--- config.mk ---
export PLATFORM = sky130hd
export DESIGN_NAME = hazard_ctrl_flat
export DESIGN_NICKNAME = d
export VERILOG_FILES = /design/src/rtl/hazard_ctrl_if.sv /design/src/rtl/hazard_ctrl.sv /design/src/flat_wrapper.sv
export SDC_FILE = /design/constraint.sdc
export NUM_CORES = 1
export LEC_CHECK = 0
export CAP_MARGIN = 20
export CORE_MARGIN = 2
export CORE_UTILIZATION = 45
export DETAILED_ROUTE_END_ITERATION = 7
export GPL_TIMING_DRIVEN = 0
export PLACE_DENSITY = 0.79
export SYNTH_ARGS = -nofsm -noshare
export SYNTH_HDL_FRONTEND = slang
export SYNTH_SLANG_ARGS = --single-unit
--- constraint.sdc ---
create_clock -name clk -period 2.7 [get_ports clk]
set_input_delay 0.54 -clock clk [delete_from_list [all_inputs] [get_ports clk]]
set_output_delay 0.54 -clock clk [all_outputs]
set_load 0.02 [all_outputs]
--- src/rtl/hazard_ctrl_if.sv ---
// Pipeline-side hazard interface: decode/execute/memory status in, stall/bubble/flush enables and counters out.
// The sequencer owns the slave modport; the pipeline (or a bench) owns the master modport.
interface hazard_ctrl_if #(
  parameter int CNT_W = 16
);
  logic             id_valid;
  logic [4:0]       id_rs1_num;
  logic [4:0]       id_rs2_num;
  logic             id_uses_rs1;
  logic             id_uses_rs2;
  logic             ex_valid;
  logic [6:0]       ex_opcode;
  logic [4:0]       ex_rd_num;
  logic             redirect;
  logic             mem_op;
  logic             mem_ready;
  logic             pc_stall;
  logic             if_id_stall;
  logic             id_ex_bubble;
  logic             ex_mem_stall;
  logic             if_id_flush;
  logic [CNT_W-1:0] stall_cnt;
  logic [CNT_W-1:0] flush_cnt;

  modport slave (
    input  id_valid, id_rs1_num, id_rs2_num, id_uses_rs1, id_uses_rs2,
    input  ex_valid, ex_opcode, ex_rd_num, redirect, mem_op, mem_ready,
    output pc_stall, if_id_stall, id_ex_bubble, ex_mem_stall, if_id_flush,
    output stall_cnt, flush_cnt
  );

  modport master (
    output id_valid, id_rs1_num, id_rs2_num, id_uses_rs1, id_uses_rs2,
    output ex_valid, ex_opcode, ex_rd_num, redirect, mem_op, mem_ready,
    input  pc_stall, if_id_stall, id_ex_bubble, ex_mem_stall, if_id_flush,
    input  stall_cnt, flush_cnt
  );
endinterface

--- src/rtl/hazard_ctrl.sv ---
// Execute-stage sequencer: zero-latency (Mealy) stall/bubble/flush enables for load-use, memory waits and redirects.
// Memory wait outranks redirect outranks load-use; perf counters are registered and saturate.
module hazard_ctrl #(
  parameter int LU_CYCLES    = 1,
  parameter int FLUSH_CYCLES = 1,
  parameter int CNT_W        = 16
) (
  input  logic          clk,
  input  logic          rst,
  hazard_ctrl_if.slave  hz
);

  localparam logic [6:0] OP_LOAD = 7'b0000011;
  localparam int MAXC = (LU_CYCLES > FLUSH_CYCLES) ? LU_CYCLES : FLUSH_CYCLES;
  localparam int CW   = (MAXC < 2) ? 1 : $clog2(MAXC + 1);

  typedef enum logic [1:0] {
    RUN      = 2'd0,
    LU_STALL = 2'd1,
    MEM_WAIT = 2'd2,
    FLUSH    = 2'd3
  } state_t;

  state_t           state_q, state_d;
  logic [CW-1:0]    cnt_q, cnt_d;
  logic             redir_pend_q, redir_pend_d;
  logic [CNT_W-1:0] stall_cnt_q, stall_cnt_d;
  logic [CNT_W-1:0] flush_cnt_q, flush_cnt_d;

  logic mem_wait, ex_redir, load_use;
  logic pc_stall, if_id_stall, id_ex_bubble, ex_mem_stall, if_id_flush;
  logic flush_apply;

  assign mem_wait = hz.mem_op & ~hz.mem_ready;
  assign ex_redir = hz.ex_valid & hz.redirect;
  // x0 is never a real producer, so it can never create a load-use dependency
  assign load_use = hz.ex_valid & (hz.ex_opcode == OP_LOAD) & (hz.ex_rd_num != 5'd0) & hz.id_valid &
                    ((hz.id_uses_rs1 & (hz.id_rs1_num == hz.ex_rd_num)) |
                     (hz.id_uses_rs2 & (hz.id_rs2_num == hz.ex_rd_num)));

  always_ff @(posedge clk) begin
    if (rst) begin
      state_q      <= RUN;
      cnt_q        <= '0;
      redir_pend_q <= 1'b0;
      stall_cnt_q  <= '0;
      flush_cnt_q  <= '0;
    end else begin
      state_q      <= state_d;
      cnt_q        <= cnt_d;
      redir_pend_q <= redir_pend_d;
      stall_cnt_q  <= stall_cnt_d;
      flush_cnt_q  <= flush_cnt_d;
    end
  end

  always_comb begin
    state_d      = state_q;
    cnt_d        = cnt_q;
    redir_pend_d = redir_pend_q;
    case (state_q)
      RUN: begin
        if (mem_wait) begin
          state_d      = MEM_WAIT;
          redir_pend_d = ex_redir;
        end else if (ex_redir) begin
          if (FLUSH_CYCLES > 1) begin
            cnt_d   = CW'(FLUSH_CYCLES - 1);
            state_d = FLUSH;
          end
        end else if (load_use) begin
          if (LU_CYCLES > 1) begin
            cnt_d   = CW'(LU_CYCLES - 1);
            state_d = LU_STALL;
          end
        end
      end
      LU_STALL: begin
        if (mem_wait) begin
          state_d      = MEM_WAIT;
          redir_pend_d = ex_redir;
        end else begin
          cnt_d = cnt_q - CW'(1);
          if (cnt_q == CW'(1)) state_d = RUN;
        end
      end
      MEM_WAIT: begin
        if (hz.mem_ready) begin
          redir_pend_d = 1'b0;
          if (redir_pend_q && (FLUSH_CYCLES > 1)) begin
            cnt_d   = CW'(FLUSH_CYCLES - 1);
            state_d = FLUSH;
          end else begin
            state_d = RUN;
          end
        end
      end
      FLUSH: begin
        cnt_d = cnt_q - CW'(1);
        if (cnt_q == CW'(1)) state_d = RUN;
      end
      default: state_d = RUN;
    endcase
  end

  always_comb begin
    pc_stall     = 1'b0;
    if_id_stall  = 1'b0;
    id_ex_bubble = 1'b0;
    ex_mem_stall = 1'b0;
    if_id_flush  = 1'b0;
    flush_apply  = 1'b0;
    if (!rst) begin
      case (state_q)
        RUN: begin
          if (mem_wait) begin
            pc_stall     = 1'b1;
            if_id_stall  = 1'b1;
            ex_mem_stall = 1'b1;
          end else if (ex_redir) begin
            if_id_flush  = 1'b1;
            id_ex_bubble = 1'b1;
            flush_apply  = 1'b1;
          end else if (load_use) begin
            pc_stall     = 1'b1;
            if_id_stall  = 1'b1;
            id_ex_bubble = 1'b1;
          end
        end
        LU_STALL: begin
          pc_stall    = 1'b1;
          if_id_stall = 1'b1;
          if (mem_wait) ex_mem_stall = 1'b1;
          else          id_ex_bubble = 1'b1;
        end
        MEM_WAIT: begin
          if (!hz.mem_ready) begin
            pc_stall     = 1'b1;
            if_id_stall  = 1'b1;
            ex_mem_stall = 1'b1;
          end else if (redir_pend_q) begin
            if_id_flush  = 1'b1;
            id_ex_bubble = 1'b1;
            flush_apply  = 1'b1;
          end
        end
        // EX holds a bubble here, so any redirect input is stale and ignored
        FLUSH:   if_id_flush = 1'b1;
        default: ;
      endcase
    end
  end

  always_comb begin
    stall_cnt_d = stall_cnt_q;
    flush_cnt_d = flush_cnt_q;
    if (pc_stall && !(&stall_cnt_q))    stall_cnt_d = stall_cnt_q + CNT_W'(1);
    if (flush_apply && !(&flush_cnt_q)) flush_cnt_d = flush_cnt_q + CNT_W'(1);
  end

  assign hz.pc_stall     = pc_stall;
  assign hz.if_id_stall  = if_id_stall;
  assign hz.id_ex_bubble = id_ex_bubble;
  assign hz.ex_mem_stall = ex_mem_stall;
  assign hz.if_id_flush  = if_id_flush;
  assign hz.stall_cnt    = stall_cnt_q;
  assign hz.flush_cnt    = flush_cnt_q;

endmodule

--- src/flat_wrapper.sv ---
// flat-port wrapper written by rule: the top's interface ports become plain ports
module hazard_ctrl_flat 
#(
  parameter int LU_CYCLES    = 1,
  parameter int FLUSH_CYCLES = 1,
  parameter int CNT_W        = 16
)
  (clk, rst, hz_id_valid, hz_id_rs1_num, hz_id_rs2_num, hz_id_uses_rs1, hz_id_uses_rs2, hz_ex_valid, hz_ex_opcode, hz_ex_rd_num, hz_redirect, hz_mem_op, hz_mem_ready, hz_pc_stall, hz_if_id_stall, hz_id_ex_bubble, hz_ex_mem_stall, hz_if_id_flush, hz_stall_cnt, hz_flush_cnt);
  hazard_ctrl_if #(.CNT_W(CNT_W)) hz_i ();
  input  logic clk;
  input  logic rst;
  input wire logic [$bits(hz_i.id_valid)-1:0] hz_id_valid;
  input wire logic [$bits(hz_i.id_rs1_num)-1:0] hz_id_rs1_num;
  input wire logic [$bits(hz_i.id_rs2_num)-1:0] hz_id_rs2_num;
  input wire logic [$bits(hz_i.id_uses_rs1)-1:0] hz_id_uses_rs1;
  input wire logic [$bits(hz_i.id_uses_rs2)-1:0] hz_id_uses_rs2;
  input wire logic [$bits(hz_i.ex_valid)-1:0] hz_ex_valid;
  input wire logic [$bits(hz_i.ex_opcode)-1:0] hz_ex_opcode;
  input wire logic [$bits(hz_i.ex_rd_num)-1:0] hz_ex_rd_num;
  input wire logic [$bits(hz_i.redirect)-1:0] hz_redirect;
  input wire logic [$bits(hz_i.mem_op)-1:0] hz_mem_op;
  input wire logic [$bits(hz_i.mem_ready)-1:0] hz_mem_ready;
  output wire logic [$bits(hz_i.pc_stall)-1:0] hz_pc_stall;
  output wire logic [$bits(hz_i.if_id_stall)-1:0] hz_if_id_stall;
  output wire logic [$bits(hz_i.id_ex_bubble)-1:0] hz_id_ex_bubble;
  output wire logic [$bits(hz_i.ex_mem_stall)-1:0] hz_ex_mem_stall;
  output wire logic [$bits(hz_i.if_id_flush)-1:0] hz_if_id_flush;
  output wire logic [$bits(hz_i.stall_cnt)-1:0] hz_stall_cnt;
  output wire logic [$bits(hz_i.flush_cnt)-1:0] hz_flush_cnt;
  assign hz_i.id_valid = hz_id_valid;
  assign hz_i.id_rs1_num = hz_id_rs1_num;
  assign hz_i.id_rs2_num = hz_id_rs2_num;
  assign hz_i.id_uses_rs1 = hz_id_uses_rs1;
  assign hz_i.id_uses_rs2 = hz_id_uses_rs2;
  assign hz_i.ex_valid = hz_ex_valid;
  assign hz_i.ex_opcode = hz_ex_opcode;
  assign hz_i.ex_rd_num = hz_ex_rd_num;
  assign hz_i.redirect = hz_redirect;
  assign hz_i.mem_op = hz_mem_op;
  assign hz_i.mem_ready = hz_mem_ready;
  assign hz_pc_stall = hz_i.pc_stall;
  assign hz_if_id_stall = hz_i.if_id_stall;
  assign hz_id_ex_bubble = hz_i.id_ex_bubble;
  assign hz_ex_mem_stall = hz_i.ex_mem_stall;
  assign hz_if_id_flush = hz_i.if_id_flush;
  assign hz_stall_cnt = hz_i.stall_cnt;
  assign hz_flush_cnt = hz_i.flush_cnt;
  hazard_ctrl #(.LU_CYCLES(LU_CYCLES), .FLUSH_CYCLES(FLUSH_CYCLES), .CNT_W(CNT_W)) u_core (.clk(clk), .rst(rst), .hz(hz_i));
endmodule
* After elaboration in Yosys (flattened, before gate mapping)
Cells that the tools add are included.
Storage, ports and cells: register bits 36, input port bits 31
Cells by class: add/sub/neg operators 3, equality and inequality tests 10, muxes and demuxes 32, bitwise gates (word level) 10, reductions and logical operators 14
Operators by type and width (count):
- 16-bit by 1-bit adder with 16-bit output (second input constant) | 2
- 16-bit AND reduction | 2
- 1-bit 2-to-1 mux | 20
- 5-bit == test | 2
- 1-bit case mux with 3 select lines | 3
- 1-bit bitwise AND | 8
- 2-bit 2-to-1 mux | 4
- 1-bit case mux with 2 select lines | 4
- 2-bit case mux with 4 select lines | 1
- 7-bit by 2-bit == test with 1-bit output (second input constant) | 1
- 5-bit nonzero test | 1
- 2-bit == test (second input constant) | 2
- 2-bit by 1-bit inequality test with 1-bit output (second input constant) | 2
- 2-bit inequality test (second input constant) | 2
- 2-bit AND reduction | 2
- 2-bit nonzero test | 2
- 3-bit AND reduction | 1
- 2-bit by 1-bit == test with 1-bit output (second input constant) | 1
- 1-bit logical AND | 2
- 1-bit logical NOT | 2
- 2-bit logical NOT | 1
- 2-bit OR reduction | 1
- 1-bit NOT | 1
- 1-bit bitwise OR | 1
- 1-bit subtractor (second input constant) | 1

* Depth between registers and ports, before layout
Gate-level depths: netlist (run 1).
word-level depth 11, mapped depth 8, depth with buffers taken out 6

* Worst setup path after synthesis (run 1)
No wires, ideal clock.
path type in2out, start input port hz_ex_opcode[5], end output port hz_pc_stall, data arrival time 1915 ps, required time 2160 ps, setup slack 245 ps, cell stages on the path 7, path buffers 2, cells stage by stage nor4b_2 > nand3_1 > nor3_2 > a31oi_1 > buf_2 > nor2_1 > buf_4
On the way: longest elaborated chain between the ends 10
RTL lines:
- start: declaration | RTL line flat_wrapper.sv:18 | input wire logic [$bits(hz_i.ex_opcode)-1:0] hz_ex_opcode;
- 7-bit by 2-bit == test with 1-bit output | RTL line hazard_ctrl.sv:37 | assign load_use = hz.ex_valid & (hz.ex_opcode == OP_LOAD) & (hz.ex_rd_num != 5'd0) & hz.id_valid &
- 1-bit bitwise AND (4 in series) | RTL line hazard_ctrl.sv:37
- 1-bit 2-to-1 mux (3 in series)
- 1-bit case mux with 3 select lines
- 1-bit 2-to-1 mux
- end: declaration | RTL line flat_wrapper.sv:23 | output wire logic [$bits(hz_i.pc_stall)-1:0] hz_pc_stall;
No other way between the ends.

* Worst setup path in the final report (run 1)
start input port hz_id_rs2_num[3], end output port hz_id_ex_bubble
On the way: longest elaborated chain between the ends 9
RTL lines:
- start: declaration | RTL line flat_wrapper.sv:14 | input wire logic [$bits(hz_i.id_rs2_num)-1:0] hz_id_rs2_num;
- 5-bit == test | RTL line hazard_ctrl.sv:39 | (hz.id_uses_rs2 & (hz.id_rs2_num == hz.ex_rd_num)));
- 1-bit bitwise AND | RTL line hazard_ctrl.sv:39
- 1-bit bitwise OR | RTL line hazard_ctrl.sv:38 | ((hz.id_uses_rs1 & (hz.id_rs1_num == hz.ex_rd_num)) |
- 1-bit bitwise AND | RTL line hazard_ctrl.sv:37
- 1-bit 2-to-1 mux | RTL line hazard_ctrl.sv:124 | end else if (load_use) begin
- 1-bit 2-to-1 mux | RTL line hazard_ctrl.sv:120 | end else if (ex_redir) begin
- 1-bit 2-to-1 mux | RTL line hazard_ctrl.sv:116 | if (mem_wait) begin
- 1-bit case mux with 3 select lines | RTL line hazard_ctrl.sv:114 | case (state_q)
- 1-bit 2-to-1 mux | RTL line hazard_ctrl.sv:113 | if (!rst) begin
- end: declaration | RTL line flat_wrapper.sv:25 | output wire logic [$bits(hz_i.id_ex_bubble)-1:0] hz_id_ex_bubble;
No other way between the ends.

==> flow_summary.ini, run 1 <==
[critical_path]
arrival_ns = 2.09
cp_max_fo = 3
cp-end-kind = output port
worstSetupPathType = input pin to output port
cp.required_ns = 2.16
cp-start-kind = input pin

[drt]
drc = 0
drt-total-wl_um = 5418
via_per_inst = 5.568
drtPass1Iterations = 7
wl_per_cell_um = 14.45
vias = 2088
drtIter0Drc = 144
postRouteAntennaNets = 0

[yosys]
synth_top_family_by_area = simple AND/OR/NAND/NOR gates
syn_area_per_cell_um2 = 8.192
synth-seq-area-share = 0.3591
synth_area_um2 = 2007
synthCells = 245
synthFlopType = dfxtp_1
async_flop_share = 0
synth_xor_area_frac = 0.1091
synth.distinct_cells = 43
synth-compound-area-share = 0.1066
synth_edf_count = 0
ys_seq_elements = 36
synthAdderAreaFrac = 0.01247
syn_nets = 278
yosys.area_share.simple = 0.3248
synth_mux_area_frac = 0.04988
yosys_warnings = 0

[cells_and_area]
diodes = 0
fin_nets = 355
layout-drive-gt1-share = 0.1765
fin_area_um2 = 2915
final_core_util = 0.6742
nFillCells = 387
area_delta_synth_final_pct = 45.26
fin_cells = 375

[power_and_ir_drop]
intPower_uw = 883.9
cellLeakagePower_nw = 1.016
switching_share = 0.2462
switchingPower_uw = 288.6
combPwrFrac = 0.131
clockPowerShare = 0.407
power_density_nw_per_um2 = 402.2
power_frac_seq = 0.462
vdd_drop_max_uv = 230.9

[cts]
cts-root-buf = clkbuf_8
path_clk_slew_ns = 0.07
clk_latency_ns = 0.29
cts_sinks = 36
cts_tree = yes
cts-buffers-inserted = 5
cts_hold_buf = 0
cts.path.max_buffers = 2
h-tree-depth = 2

[floorplan]
start_util = 0.4641
die_h_um = 70.78
dieArea_um2 = 5010
coreArea_um2 = 4324
fp.dieW_um = 70.78
std_cell_rows = 24
io_pins = 68

[hold_path]
hold_class = flip-flop to flip-flop

[timing]
whs_ns = 0.4862
fin_crit_ns = 2.628
slew_headroom = 0.6243
skew_ns = 0.008596
finalCritPeriodShare = 0.9732
fmax_mhz = 380.6
tns_ns = 0
max_slew.worst_pin.slew_ns = 0.5604
hold_violations = 0
setup_viol = 0
finalMaxSlewViolations = 0

[grt]
grtUsageTotal = 0.2255
grt_pass1_vias = 2054
antenna_found_initial = 0
overflow = 0
grt_first_pass_wirelength_um = 9142
grt_max_degree = 13

[placed_design]
gp_congestion = 0.8048
place_area_um2 = 2743
hpwlAfterDp_um = 3862
io_buffers = 67
place_inst = 364

[outcome]
status = complete, no violations

[job]
drv_cap = 0
-- cell families after synthesis --
logic type / Yosys count
AOI/OAI and AO/OA: 34
xor gates and xnor gates: 25
adders and majority gates: 2
buffers and inverters: 18
DFF: 36
muxes: 9
and+or+nand+nor: 121
-- cells in the final DEF, fill, tap and decap left out, types with 6 or more instances in the layout --
cell type,Yosys,routed
nor2_1,32,29
inv_1,6,6
nand2_1,17,16
xnor2_1,23,23
nor2b_1,7,7
dlygate4sd2_1,0,11
clkdlybuf4s50_1,0,42
clkbuf_2,0,6
nand4_1,8,8
nand3_1,10,9
mux2_2,7,7
dfxtp_1,36,36
buf_2,4,9
nor4_1,7,7
nor3_1,11,11
buf_4,1,6
a21oi_1,13,11
-- repair_timing --
action                     4_1_cts  5_1_grt
resized for setup               60       22
setup endpoints to repair        5        4
pin swaps                       20       15
setup buffers                    1        2
-- metrics by stage --
step | power, mW | setup WS (ns)
2_1_floorplan | 0.6209 | 0.2448
3_3_place_gp | 0.6978 | -0.7924
3_5_place_dp | 0.7009 | -0.8111
4_1_cts | 1.170 | 0.01032
5_1_grt | 1.209 | -0.007069
6_report | 1.172 | 0.07244
-- power groups by stage --
| stage | logic [mW] | registers [mW] | clock network (mW) |
|---|---|---|---|
| 2_1_floorplan | 0.0638 | 0.557 | 0 |
| 3_3_place_gp | 0.144 | 0.554 | 0 |
| 3_5_place_dp | 0.147 | 0.554 | 0 |
| 4_1_cts | 0.144 | 0.541 | 0.484 |
| 5_1_grt | 0.167 | 0.542 | 0.500 |
| 6_report | 0.154 | 0.541 | 0.477 |
-- routing by layer --
metal,global-route usage,up-vias,part of all wire
met5,0,-,0
met4,0.09644,0,0.029
met3,0.05128,14,0.062
met2,0.3790,89,0.49
met1,0.2770,955,0.42
li1,-,1030,-
-- registers in the layout, indices dropped and copies added (netlist names) --
register	cells
u_core.cnt_q	1
u_core.hz.flush_cnt	16
u_core.hz.stall_cnt	16
u_core.redir_pend_q	1
u_core.state_q	2
-- final timing paths --
kind	slack [ns]	depth (start not counted)	to	startpoint
max	0.07	8	hz_id_ex_bubble	hz_id_rs2_num[3]
min	0.49	1	u_core.state_q[0]	u_core.cnt_q
max reg2reg	0.47	6	u_core.hz.stall_cnt[5]	u_core.hz.stall_cnt[3]
min reg2reg	0.49	1	u_core.state_q[0]	u_core.cnt_q
-- cells in the mapped netlist, types with 5 or more instances --
cell type,count,area (um2)
mux2_2,7,78.83
clkbuf_1,7,26.28
nand2_1,17,63.81
nand3_1,10,50.05
nor4_1,7,43.79
dfxtp_1,36,720.7
a21oi_1,13,65.06
inv_1,6,22.52
xnor2_1,23,201.4
nor2b_1,7,43.79
o31ai_1,5,37.54
o21ai_0,5,25.02
or4_1,5,37.54
nand4_1,8,50.05
nor2_1,32,120.1
nor3_1,11,55.05
-- area by class of cell --
cell class                 instances  area [um2]  area share
buffer                            12       61.31     0.02103
clock buffer                       5       68.82     0.02361
clock inverter                     3       42.54     0.01459
inverter                           6       22.52    0.007725
multi-input combinational        191        1290      0.4425
sequential                        36       720.7      0.2472
tap                               52       65.06     0.02232
timing repair buffer              70       644.4      0.2210
-- worst max-delay path: stages --
cell	delay [ns]
clkdlybuf4s50_1	0.48
xnor2_1	0.12
nand2_1	0.11
o22ai_4	0.15
a21oi_2	0.08
or3_1	0.32
a21oi_2	0.15
buf_6	0.13
No activity file was read; power rests on OpenSTA's default activity.
==> inputs of run 2 (changes only) <==
--- a/config.mk
+++ b/config.mk
@@ -11,6 +11,8 @@
 export DETAILED_ROUTE_END_ITERATION = 7
 export GPL_TIMING_DRIVEN = 0
 export PLACE_DENSITY = 0.79
+export SLEW_MARGIN = 0
 export SYNTH_ARGS = -nofsm -noshare
 export SYNTH_HDL_FRONTEND = slang
 export SYNTH_SLANG_ARGS = --single-unit
+export TNS_END_PERCENT = 30
==> flow_summary.ini, run 2 (synthesis results as in run 1) <==
[critical_path]
cp-end-kind = output port
rr_startpoint = u_core.hz.stall_cnt[3]
path_cells = dlygate4sd2_1, xnor2_1, nand4_1, o22ai_4, a21oi_2, or3_1, a21oi_2, buf_6
setup.worst_path.start = hz_ex_rd_num[1]
path_common_cell = a21oi_2
cp_max_fo = 3
cpMaxStageDelayCell = or3_1
arrival_ns = 2.13
cp-start-kind = input pin
cp.required_ns = 2.16
cp_slowest_stage_delay_ns = 0.32
worstSetupPathType = input pin to output port

[drt]
drtPass1Iterations = 7
drt-total-wl_um = 5320
vias = 2077
drtIter0Drc = 171
via_per_inst = 5.539
wl_per_cell_um = 14.19
drc = 0
postRouteAntennaNets = 0

[grt]
overflow = 0
grt_pass1_vias = 2052
grt_max_degree = 13
antenna_found_initial = 0
grtUsageTotal = 0.2257
grt_first_pass_wirelength_um = 9142

[cells_and_area]
fin_cells = 375
diodes = 0
nFillCells = 377
fin_nets = 355
final_common_cell = clkdlybuf4s50_1
mostFrequentLayoutCells = 44 x clkdlybuf4s50_1, 36 x dfxtp_1, 29 x nor2_1, 23 x xnor2_1, 16 x nand2_1
layout-drive-gt1-share = 0.1610
final_core_util = 0.6840
area_delta_synth_final_pct = 47.38

[outcome]
status = complete, no violations

[timing]
hold_violations = 0
fin_crit_ns = 2.670
slew_headroom = 0.6349
finalCritPeriodShare = 0.9890
rsz0062_at_grt = true
setup_ws_ns = 0.02969
setup_viol = 0
tns_ns = 0
finalMaxSlewViolations = 0
fmax_mhz = 374.5
max_slew.worst_pin.slew_ns = 0.5447
skew_ns = 0.01053

[floorplan]
fp.dieW_um = 70.78
io_pins = 68
start_util = 0.4641
die_h_um = 70.78
coreArea_um2 = 4324
std_cell_rows = 24
dieArea_um2 = 5010

[cts]
cts.path.max_buffers = 2
cts_tree = yes
cts_sinks = 36
cts-root-buf = clkbuf_8
path_clk_slew_ns = 0.07
cts-buffers-inserted = 5
clk_latency_ns = 0.29
h-tree-depth = 2

[hold_path]
hold_class = flip-flop to flip-flop
hold_path.startpoint = u_core.cnt_q

[job]
drv_cap = 0

[placed_design]
hpwlAfterDp_um = 3862
dpl_worst_slack_ns = -0.8111
io_buffers = 67
gp_congestion = 0.8048
place_inst = 364

[power_and_ir_drop]
fin_total_pwr_mw = 1.176
cellLeakagePower_nw = 1.065
power_density_nw_per_um2 = 397.5
vdd_drop_max_uv = 231.5
run 2: cell count changes in the layout (fill, tap and decap cells not counted):
cell	delta
nand3_2	-1
nand3_1	+1
dlymetal6s2s_1	+6
clkdlybuf4s50_1	+2
clkbuf_2	-2
clkdlybuf4s15_1	+1
buf_2	-3
clkdlybuf4s15_2	+1
dlygate4sd2_1	-5
run 2: through the flow:
stage	instance area, um2	hold WS (ns)
floorplan	2007	0.4456
global placement	2743	0.4739
detailed placement	2743	0.4696
CTS	2869	0.4865
global route	2958	0.5205
finish	2958	0.4860
run 2: layout make-up:
type,instances,area [um2],area share
plain buffers,12,61.31,0.02073
clock buffers,5,68.82,0.02327
clock inverters,3,42.54,0.01438
inverters,6,22.52,0.007614
multi-input cells,191,1285,0.4344
flip-flops and latches,36,720.7,0.2437
well taps,52,65.06,0.02200
repair buffers,70,691.9,0.2339
run 2: per-layer routing:
metal  global-route usage  part of all wire
met5                    0                 0
met4              0.09644             0.022
met3              0.05128             0.062
met2               0.3801              0.49
met1               0.2770              0.43
run 2: final timing paths:
check / depth (start not counted) / slack [ns] / end
hold / removal: 1 / 0.49 / u_core.state_q[0]
setup / recovery: 8 / 0.03 / hz_id_ex_bubble
hold reg to reg: 1 / 0.49 / u_core.state_q[0]
setup reg to reg: 6 / 0.48 / u_core.hz.stall_cnt[5]
run 2: what timing repair did:
item | in CTS | in global routing
pin swaps | 13 | 17
buffers inserted | 1 | 2
resized for setup | 48 | 21
gates cloned | 0 | 0
setup endpoints to repair | 5 | 4
hold buffers | 0 | 0
run 2: power by group:
group | switching, mW | leakage [nW] | internal (mW) | total, mW
Combinational | 0.0781 | 0.721 | 0.0788 | 0.157
Sequential | 0.00556 | 0.291 | 0.536 | 0.542
Clock | 0.204 | 0.0541 | 0.273 | 0.477
run 2: critical path, delay by kind of cell:
| family | cells | cell delay, ns |
|---|---|---|
| and+or+nand+nor | 2 | 0.49 |
| AOI/OAI and AO/OA | 3 | 0.48 |
| buffers and inverters | 2 | 0.43 |
| xor gates and xnor gates | 1 | 0.17 |
